<file path="src/rtl/seg_scan_pkg.sv">
`default_nettype none
// ============================================================================
//  Module   : seg_scan_pkg
//  Purpose  : Shared definitions for the 7-segment scan scheduler and its
//             integration: word width, field layout of the word handed to
//             the shift-register engine, and the scheduler state encoding.
//  Revision : 1.0  initial release
// ============================================================================
package seg_scan_pkg;

    // Word handed to the shift-register engine: {segments, digit one-hot}
    localparam int WORD_WIDTH = 16;
    localparam int SEG_LSB    = 8;
    localparam int SEG_WIDTH  = 8;
    localparam int SEL_LSB    = 0;
    localparam int SEL_WIDTH  = 8;

    typedef struct packed {
        logic [SEG_WIDTH-1:0] seg;   // bits [15:8]
        logic [SEL_WIDTH-1:0] sel;   // bits [7:0]
    } scan_word_t;

    // Scheduler states
    localparam logic [2:0] ST_IDLE       = 3'd0;
    localparam logic [2:0] ST_ADVANCE    = 3'd1;
    localparam logic [2:0] ST_SEND_DIGIT = 3'd2;
    localparam logic [2:0] ST_DWELL      = 3'd3;
    localparam logic [2:0] ST_SEND_BLANK = 3'd4;

    // Build a word from its two fields using the published offsets
    function automatic logic [WORD_WIDTH-1:0] pack_word(
        input logic [SEG_WIDTH-1:0] seg,
        input logic [SEL_WIDTH-1:0] sel
    );
        logic [WORD_WIDTH-1:0] w;
        w = '0;
        w[SEG_LSB +: SEG_WIDTH] = seg;
        w[SEL_LSB +: SEL_WIDTH] = sel;
        return w;
    endfunction

endpackage
`default_nettype wire

</file>
<file path="src/rtl/hex_to_7seg.sv">
`default_nettype none
// ============================================================================
//  Module   : hex_to_7seg
//  Purpose  : Hex nibble to active-high 7-segment pattern.
//             o_seg = {dp, g, f, e, d, c, b, a}; dp is always off.
//  Ports    : i_nibble  4-bit hex value
//             o_seg     8-bit segment pattern
//  Revision : 1.0  initial release
// ============================================================================
module hex_to_7seg (
    input  logic [3:0] i_nibble,
    output logic [7:0] o_seg
);

    always_comb begin
        o_seg = 8'h00;
        case (i_nibble)
            4'h0: o_seg = 8'h3F;
            4'h1: o_seg = 8'h06;
            4'h2: o_seg = 8'h5B;
            4'h3: o_seg = 8'h4F;
            4'h4: o_seg = 8'h66;
            4'h5: o_seg = 8'h6D;
            4'h6: o_seg = 8'h7D;
            4'h7: o_seg = 8'h07;
            4'h8: o_seg = 8'h7F;
            4'h9: o_seg = 8'h6F;
            4'hA: o_seg = 8'h77;
            4'hB: o_seg = 8'h7C;
            4'hC: o_seg = 8'h39;
            4'hD: o_seg = 8'h5E;
            4'hE: o_seg = 8'h79;
            4'hF: o_seg = 8'h71;
            default: o_seg = 8'h00;
        endcase
    end

endmodule
`default_nettype wire

</file>
<file path="src/rtl/seg_scan_scheduler.sv">
`default_nettype none
// ============================================================================
//  Module   : seg_scan_scheduler
//  Purpose  : Multiplexed 7-segment display scheduler. Walks the enabled
//             digits, offers one {segments, one-hot} word per digit to a
//             shift-register engine over a valid/ready handshake, keeps each
//             digit lit for DWELL_CYCLES, optionally follows it with an
//             all-dark anti-ghost word, and shuts down cleanly (dark display)
//             when scanning is disabled.
//  Ports    : i_clk, i_reset      clock, synchronous active-high reset
//             i_enable            scan enable
//             i_digits            hex nibble per digit, digit k at [4k+3:4k]
//             i_digit_mask        per-digit display enable
//             i_word_ready        engine can accept a word
//             o_word/o_word_valid word offered to the engine
//             o_digit_sel         digit index being sent or dwelling
//             o_frame_done        pulse when the index wraps to 0
//  Revision : 1.0  initial release
// ============================================================================
module seg_scan_scheduler
    import seg_scan_pkg::*;
#(
    parameter int NUM_DIGITS   = 3,
    parameter int DWELL_CYCLES = 4096,
    parameter int BLANK_EN     = 1
) (
    input  logic                    i_clk,
    input  logic                    i_reset,
    input  logic                    i_enable,
    input  logic [4*NUM_DIGITS-1:0] i_digits,
    input  logic [NUM_DIGITS-1:0]   i_digit_mask,
    input  logic                    i_word_ready,
    output logic [WORD_WIDTH-1:0]   o_word,
    output logic                    o_word_valid,
    output logic [2:0]              o_digit_sel,
    output logic                    o_frame_done
);

    localparam int              CNT_W        = (DWELL_CYCLES > 1) ? $clog2(DWELL_CYCLES) : 1;
    localparam logic [CNT_W-1:0] C_DWELL_LOAD = CNT_W'(DWELL_CYCLES - 1);
    localparam logic [2:0]       C_LAST_IDX   = 3'(NUM_DIGITS - 1);

    logic [2:0]       r_state;
    logic [2:0]       r_idx;
    logic [CNT_W-1:0] r_cnt;
    logic [3:0]       r_nibble;

    logic [2:0]       w_state_next;
    logic [2:0]       w_idx_next;
    logic [CNT_W-1:0] w_cnt_next;
    logic [3:0]       w_nibble_next;
    logic             w_step;        // advance the digit index this cycle
    logic             w_xfer;
    logic [2:0]       w_idx_inc;
    logic [7:0]       w_mask8;
    logic [31:0]      w_digits32;
    logic [7:0]       w_seg;
    logic [7:0]       w_onehot;
    scan_word_t       w_word;

    // Zero-extend to the 8-digit maximum so a 3-bit index selects cleanly
    assign w_mask8    = 8'(i_digit_mask);
    assign w_digits32 = 32'(i_digits);

    assign w_idx_inc  = (r_idx == C_LAST_IDX) ? 3'd0 : r_idx + 3'd1;
    assign w_xfer     = o_word_valid & i_word_ready;

    always_comb begin
        w_state_next  = r_state;
        w_cnt_next    = r_cnt;
        w_nibble_next = r_nibble;
        w_step        = 1'b0;
        case (r_state)
            ST_IDLE: begin
                if (i_enable) begin
                    w_state_next = ST_ADVANCE;
                end
            end
            ST_ADVANCE: begin
                if (!i_enable) begin
                    w_state_next = ST_IDLE;
                end else if (w_mask8[r_idx]) begin
                    // Latch now so later input changes cannot alter the word in flight
                    w_nibble_next = w_digits32[{r_idx, 2'b00} +: 4];
                    w_state_next  = ST_SEND_DIGIT;
                end else begin
                    w_step = 1'b1;
                end
            end
            ST_SEND_DIGIT: begin
                // The pending word always completes; a disable is honoured in DWELL
                if (w_xfer) begin
                    w_cnt_next   = C_DWELL_LOAD;
                    w_state_next = ST_DWELL;
                end
            end
            ST_DWELL: begin
                if (!i_enable) begin
                    // Shutdown always goes dark, even without anti-ghost blanking
                    w_state_next = ST_SEND_BLANK;
                end else if (r_cnt == '0) begin
                    if (BLANK_EN != 0) begin
                        w_state_next = ST_SEND_BLANK;
                    end else begin
                        w_step       = 1'b1;
                        w_state_next = ST_ADVANCE;
                    end
                end else begin
                    w_cnt_next = r_cnt - 1'b1;
                end
            end
            ST_SEND_BLANK: begin
                // The index moves on in both cases so a restart resumes at the next digit
                if (w_xfer) begin
                    w_step       = 1'b1;
                    w_state_next = i_enable ? ST_ADVANCE : ST_IDLE;
                end
            end
            default: begin
                w_state_next = ST_IDLE;
            end
        endcase
    end

    assign w_idx_next = w_step ? w_idx_inc : r_idx;

    always_ff @(posedge i_clk) begin
        if (i_reset) begin
            r_state  <= ST_IDLE;
            r_idx    <= 3'd0;
            r_cnt    <= '0;
            r_nibble <= 4'd0;
        end else begin
            r_state  <= w_state_next;
            r_idx    <= w_idx_next;
            r_cnt    <= w_cnt_next;
            r_nibble <= w_nibble_next;
        end
    end

    hex_to_7seg u_hex_to_7seg (
        .i_nibble (r_nibble),
        .o_seg    (w_seg)
    );

    assign w_onehot = 8'b0000_0001 << r_idx;

    always_comb begin
        w_word = '0;
        if (r_state == ST_SEND_DIGIT) begin
            w_word.seg = w_seg;
            w_word.sel = w_onehot;
        end
    end

    // Outputs derive from registered state only, so they hold steady under backpressure
    assign o_word       = pack_word(w_word.seg, w_word.sel);
    assign o_word_valid = (r_state == ST_SEND_DIGIT) || (r_state == ST_SEND_BLANK);
    assign o_digit_sel  = r_idx;
    // Wrap happens only from the last index, so back-to-back pulses are impossible
    assign o_frame_done = w_step && (r_idx == C_LAST_IDX);

endmodule
`default_nettype wire

</file>
<file path="config.mk">
export PLATFORM = sky130hd
export DESIGN_NAME = seg_scan_scheduler
export DESIGN_NICKNAME = d
export VERILOG_FILES = /design/src/rtl/seg_scan_pkg.sv /design/src/rtl/hex_to_7seg.sv /design/src/rtl/seg_scan_scheduler.sv
export SDC_FILE = /design/constraint.sdc
export NUM_CORES = 1
export LEC_CHECK = 0
export CORE_MARGIN = 10
export CORE_UTILIZATION = 51
export DETAILED_ROUTE_END_ITERATION = 8
export GPL_TIMING_DRIVEN = 0
export PLACE_DENSITY = 0.8
export REMOVE_ABC_BUFFERS = 1
export SLEW_MARGIN = 20
export SYNTH_ARGS = -nofsm -noshare
export SYNTH_HDL_FRONTEND = slang
export SYNTH_SLANG_ARGS = --single-unit
</file>
<file path="constraint.sdc">
create_clock -name i_clk -period 2.6 [get_ports i_clk]
set_input_delay 0.26 -clock i_clk [delete_from_list [all_inputs] [get_ports i_clk]]
set_output_delay 0.26 -clock i_clk [all_outputs]
set_load 0.01 [all_outputs]
</file>
# Yosys cells after proc, flatten, opt, wreduce, memory -nomap -nowiden
# Memory sizes are Yosys's and may differ from the RTL's. A register that Yosys moved wholly into a read port is not among the register bits.
# Cells that the tools add are included.
# totals
ff_bits,22
mem_bits_ro,112
input_bits,19
mem_count,1
# classes
add_sub_neg,2
n_lt_le_gt_ge,1
n_eq_ne,12
n_shift,2
muxes,23
n_bitwise,1
n_reduce_logical,8
# mem_list
memory,depth,width,read_ports,rd_ports_with_merged_regs,write_ports,line,rtl
(no name shown),16,7,1,1,0,hex_to_7seg.sv:17,case (i_nibble)
# ops
op,count
12-bit two-way mux,3
32-bit by 6-bit indexed part select with 4-bit output,1
3-bit two-way mux,8
12-bit case mux with 2 select lines,1
16-bit two-way mux,1
3-bit case mux with 5 select lines,1
12-bit logical NOT,1
12-bit by 1-bit subtractor with 12-bit output (second input constant),1
2-bit inequality test (second input constant),5
3-bit by 2-bit == test with 1-bit output (second input constant),3
4-bit two-way mux,2
1-bit by 3-bit left shift with 8-bit output (first input constant),1
3-bit inequality test (second input constant),2
1-bit two-way mux,5
5-bit AND reduction,1
3-bit by 4-bit < comparator with 1-bit output (second input constant),1
4-bit AND reduction,1
3-bit by 1-bit adder with 3-bit output (second input constant),1
1-bit binary-select mux with 3-bit select,1
3-bit by 1-bit == test with 1-bit output (second input constant),1
3-bit == test (second input constant),1
3-bit logical NOT,1
3-bit AND reduction,1
1-bit case mux with 2 select lines,1
4 further kinds,4

# Longest topological paths before layout
# logic_depth
depth_word,6
depth_mapped,11
mapped_depth_nobuf,10

# Modules after synthesis
# Synthesis repeated with hierarchy kept, for this count alone.
# hier_totals
hier_cells,226
hier_area_um2,1950.6
# by_module_without_submodules
mod,n_inst,cells_per_inst,area_each_um2,seq_area_each_um2
seg_scan_scheduler,1,191,1651.6,440.4
hex_to_7seg,1,35,299.0,0.0

# Worst setup path after synthesis
# Ideal clock, no wire load.
# synth_path
path_type,register -> register
start,"register r_idx[2], in the netlist o_digit_sel[2]"
end,register u_hex_to_7seg.o_seg[4] (netlist name)
arrival_ns,2.172
t_required_ns,2.528
slack_ns,0.357
stages_incl_launch_ff,10
period_less_slack_ns,2.243
cell_sequence,dfxtp_1 > clkinv_1 > and2_4 > nand2_4 > a211oi_1 > nor3_1 > inv_1 > ha_1 > a211o_1 > a2bb2oi_1
# synth_between
elab_chain_len,5
# synth_rtl
item,line,rtl
start: declaration,seg_scan_scheduler.sv:44,logic [2:0] r_idx;
start signal: assignment,seg_scan_scheduler.sv:135,r_idx <= w_idx_next;
branches (longest 3 deep; another with 32-bit by 6-bit indexed part select with 4-bit output),--,
4-bit two-way mux (no source line) * (2 in series),--,
# Mark *: on every way between the ends. The select of a mux whose other input is x is not followed.
# A chain may end at the register's enable or synchronous reset.

# Worst setup path in the final report
# layout_path
start,register r_state[1]
end,register u_hex_to_7seg.o_seg[3] (netlist name)
# layout_between
elab_chain_len,4
# layout_rtl
item,line,rtl
start: declaration,seg_scan_scheduler.sv:43,logic [2:0] r_state;
start signal: assignment,seg_scan_scheduler.sv:134,r_state <= w_state_next;
3-bit by 1-bit == test with 1-bit output,seg_scan_scheduler.sv:73,case (r_state)
3-bit AND reduction (no source line),--,
4-bit two-way mux (no source line) (2 in series),--,
# Every way passes these cells.

==> qor.yml <==
outcome:
  status: "completed"
routing:
  vias_per_cell: 5.74
  drc: 0
  drt_iter0_markers: 111
  drt_wl_total_mm: 4.80
  wl_per_cell_um: 15.6
  num_vias: 1767
  dr.pass1.iters: 4
  antenna_left: 0
critical_path:
  critPathKind: "reg2reg"
  reg2reg_from: "r_state[1]"
  endpoint_kind: "flop"
  cp_data_arrival_time_ns: 2.61
  crit_path_end: "u_hex_to_7seg.o_seg[3]"
  regToRegEndpoint: "u_hex_to_7seg.o_seg[3]"
  crit_path_start: "r_state[1]"
  r2r_cells: 9
  worst-r2r-setup-slack_ns: 0.20
  start_kind: "flop"
  cp.required_ns: 2.81
  critPathMaxFanout: 20
yosys:
  ys_top_cells_by_area: "dfxtp_1, ha_1, mux2i_1, a21oi_1, and3_1"
  synth-main-ff-cell: "dfxtp_1"
  synth_largest_area_cell: "dfxtp_1"
  synth_enable_flop_cells: 0
  synthesis.area_mm2: 0.00193
  avgSynthCellArea_um2: 8.62
  yosysWarnings: 0
  ys_seq_area_share_pct: 30.1
  async_flop_share_pct: 0
  yosys.area.top_type_share_pct: 30.1
  ys_seq_elements: 29
  synthCells: 224
  synth_cell_types: 62
final_layout:
  drive_gt1_share_pct: 12.7
  final_core_util_pct: 66.5
  num-nets-final: 290
  final_cell_mix: "clkdlybuf4s50_1, dfxtp_1, a21oi_1"
  final_common_cell: "clkdlybuf4s50_1"
  area_growth_pct: 26.0
  n_antenna_cell: 0
  fin_area_mm2: 0.00243
timing:
  setup_violations: 0
  fin_tns_setup_ns: 0
  clock.fmax_mhz: 416
  finalHoldViolCount: 0
  whs_ns: 0.465
  maxSlewViolCount: 0
  timing.final.crit_share_pct: 92.4
  slew_headroom_pct: 56.5
  tightest_slew_ns: 0.647
  finClkSkew_ns: 0.00746
  post-route-min-period_ns: 2.40
  grt_setup_unrepaired: "no"
clocking:
  cts.path.max_buffers: 2
  insertion_delay_ns: 0.28
  path_clk_slew_ns: 0.06
  cts_tree: "done"
  numCtsBuffers: 5
  numClockSinks: 29
  holdBufCountCts: 0
  ctsHtreeMaxLevel: 2
  cts-root-buf: "clkbuf_8"
grt:
  met2_usage_pct: 27.1
  antenna_found_initial: 0
  grt_pass1_wl_mm: 8.28
  use_met1_pct: 18.4
  grt_max_degree: 32
  grt.busiest_layer: "met2"
  use_met3_pct: 3.38
  grt_use_total_pct: 15.6
  grt_pass1_vias: 1695
  gr-total-overflow: 0
die:
  start_util_pct: 52.8
  dieWidth_um: 81.5
  die_h_um: 81.5
  die-area_mm2: 0.00665
  io_pins: 40
  core_mm2: 0.00366
  fp-row-count: 22
hold_path:
  hold_path.class: "in2reg"
  min_from: "i_reset"
pwr:
  p_leak_nw: 0.990
  powerDensity_mw_per_mm2: 498
  peakVddDrop_uv: 287
placed_design:
  io_buffers: 38
  postPlaceCellArea_mm2: 0.00231
  place_congestion: 0.826
  post-dp-hpwl_mm: 3.50
job:
  maxCapViolCount: 0
-- repair_timing --
action / CTS / global route
gates cloned: 0 / 0
buffers inserted: 0 / 3
resized for setup: 6 / 3
endpoints found under the setup margin: 8 / 11
pin swaps: 0 / 2
-- flip-flops by register name, indices dropped and copies added (netlist names) --
register             count
r_state                  3
r_cnt                   12
r_nibble                 4
o_digit_sel              3
u_hex_to_7seg.o_seg      7
-- cell usage after synthesis, types with 3 or more instances --
| cell type | n |
|---|---|
| dfxtp_1 | 29 |
| a21oi_1 | 18 |
| nor2_1 | 17 |
| and3_1 | 13 |
| nand2_1 | 13 |
| ha_1 | 11 |
| mux2i_1 | 11 |
| inv_1 | 8 |
| nor3_1 | 8 |
| xor2_1 | 7 |
| clkbuf_1 | 6 |
| a211o_1 | 4 |
| nand2b_1 | 4 |
| nand3b_1 | 4 |
| nor4_1 | 4 |
| a211oi_1 | 3 |
| buf_2 | 3 |
| nor2b_1 | 3 |
| o21ai_0 | 3 |
-- worst max-delay path, cell delays in order (launching register included) --
cell and delay (ns):
dfxtp_2 0.52, and4bb_2 0.30, and2_4 0.18, nand2_4 0.13, nor2_1 0.06, a21oi_1 0.31
nor2_1 0.11, ha_1 0.27, mux2_1 0.31, mux2i_1 0.12
-- layer usage --
metal / vias up / routed length, um
met5: - / 0
met1: 852 / 2020
met4: 0 / 66
met3: 7 / 150
li1: 884 / -
met2: 24 / 2570
-- how the worst min path moves through the flow --
stage                     endpoint  slack (ns)  cells after the start
finish              o_digit_sel[0]        0.47                      2
global route            r_state[2]        0.51                      2
CTS                       r_cnt[0]        0.53                      1
detailed placement        r_cnt[0]        0.52                      1
global placement          r_cnt[0]        0.52                      1
floorplan           o_digit_sel[1]        0.33                      1
-- power by group --
group | switching [mW] | internal (mW) | total, mW
clock | 0.163 | 0.209 | 0.372
combinational | 0.157 | 0.164 | 0.321
sequential | 0.0402 | 0.479 | 0.520
-- final cells by class --
cell class	instances	area (um2)
clock buffer	7	86.3
fill	304	1230
inverter	10	43.8
sequential	29	587
tap	48	60.1
multi-input combinational	173	1260
timing repair buffer	41	397
-- stage by stage --
stage,setup WS [ns],total power [mW],cells
6_report,0.199,1.21,308
5_1_grt,0.00724,1.28,308
4_1_cts,0.0441,1.21,305
3_5_place_dp,-0.461,0.841,298
3_3_place_gp,-0.429,0.833,298
2_1_floorplan,0.198,0.729,212
-- cell families (layout without fill, tap and decap cells) --
kind of cell / after synthesis / in the layout / synth area share, %
buf+inv: 22 / 58 / 5.38
xor+xnor: 9 / 9 / 4.08
fa+ha+maj: 11 / 11 / 7.12
other cells: 1 / 1 / 0.194
simple gates: 91 / 91 / 28.8
flops: 29 / 29 / 30.1
mux: 14 / 14 / 7.64
compound gates: 47 / 47 / 16.7
(Power assumes the default switching activity.)
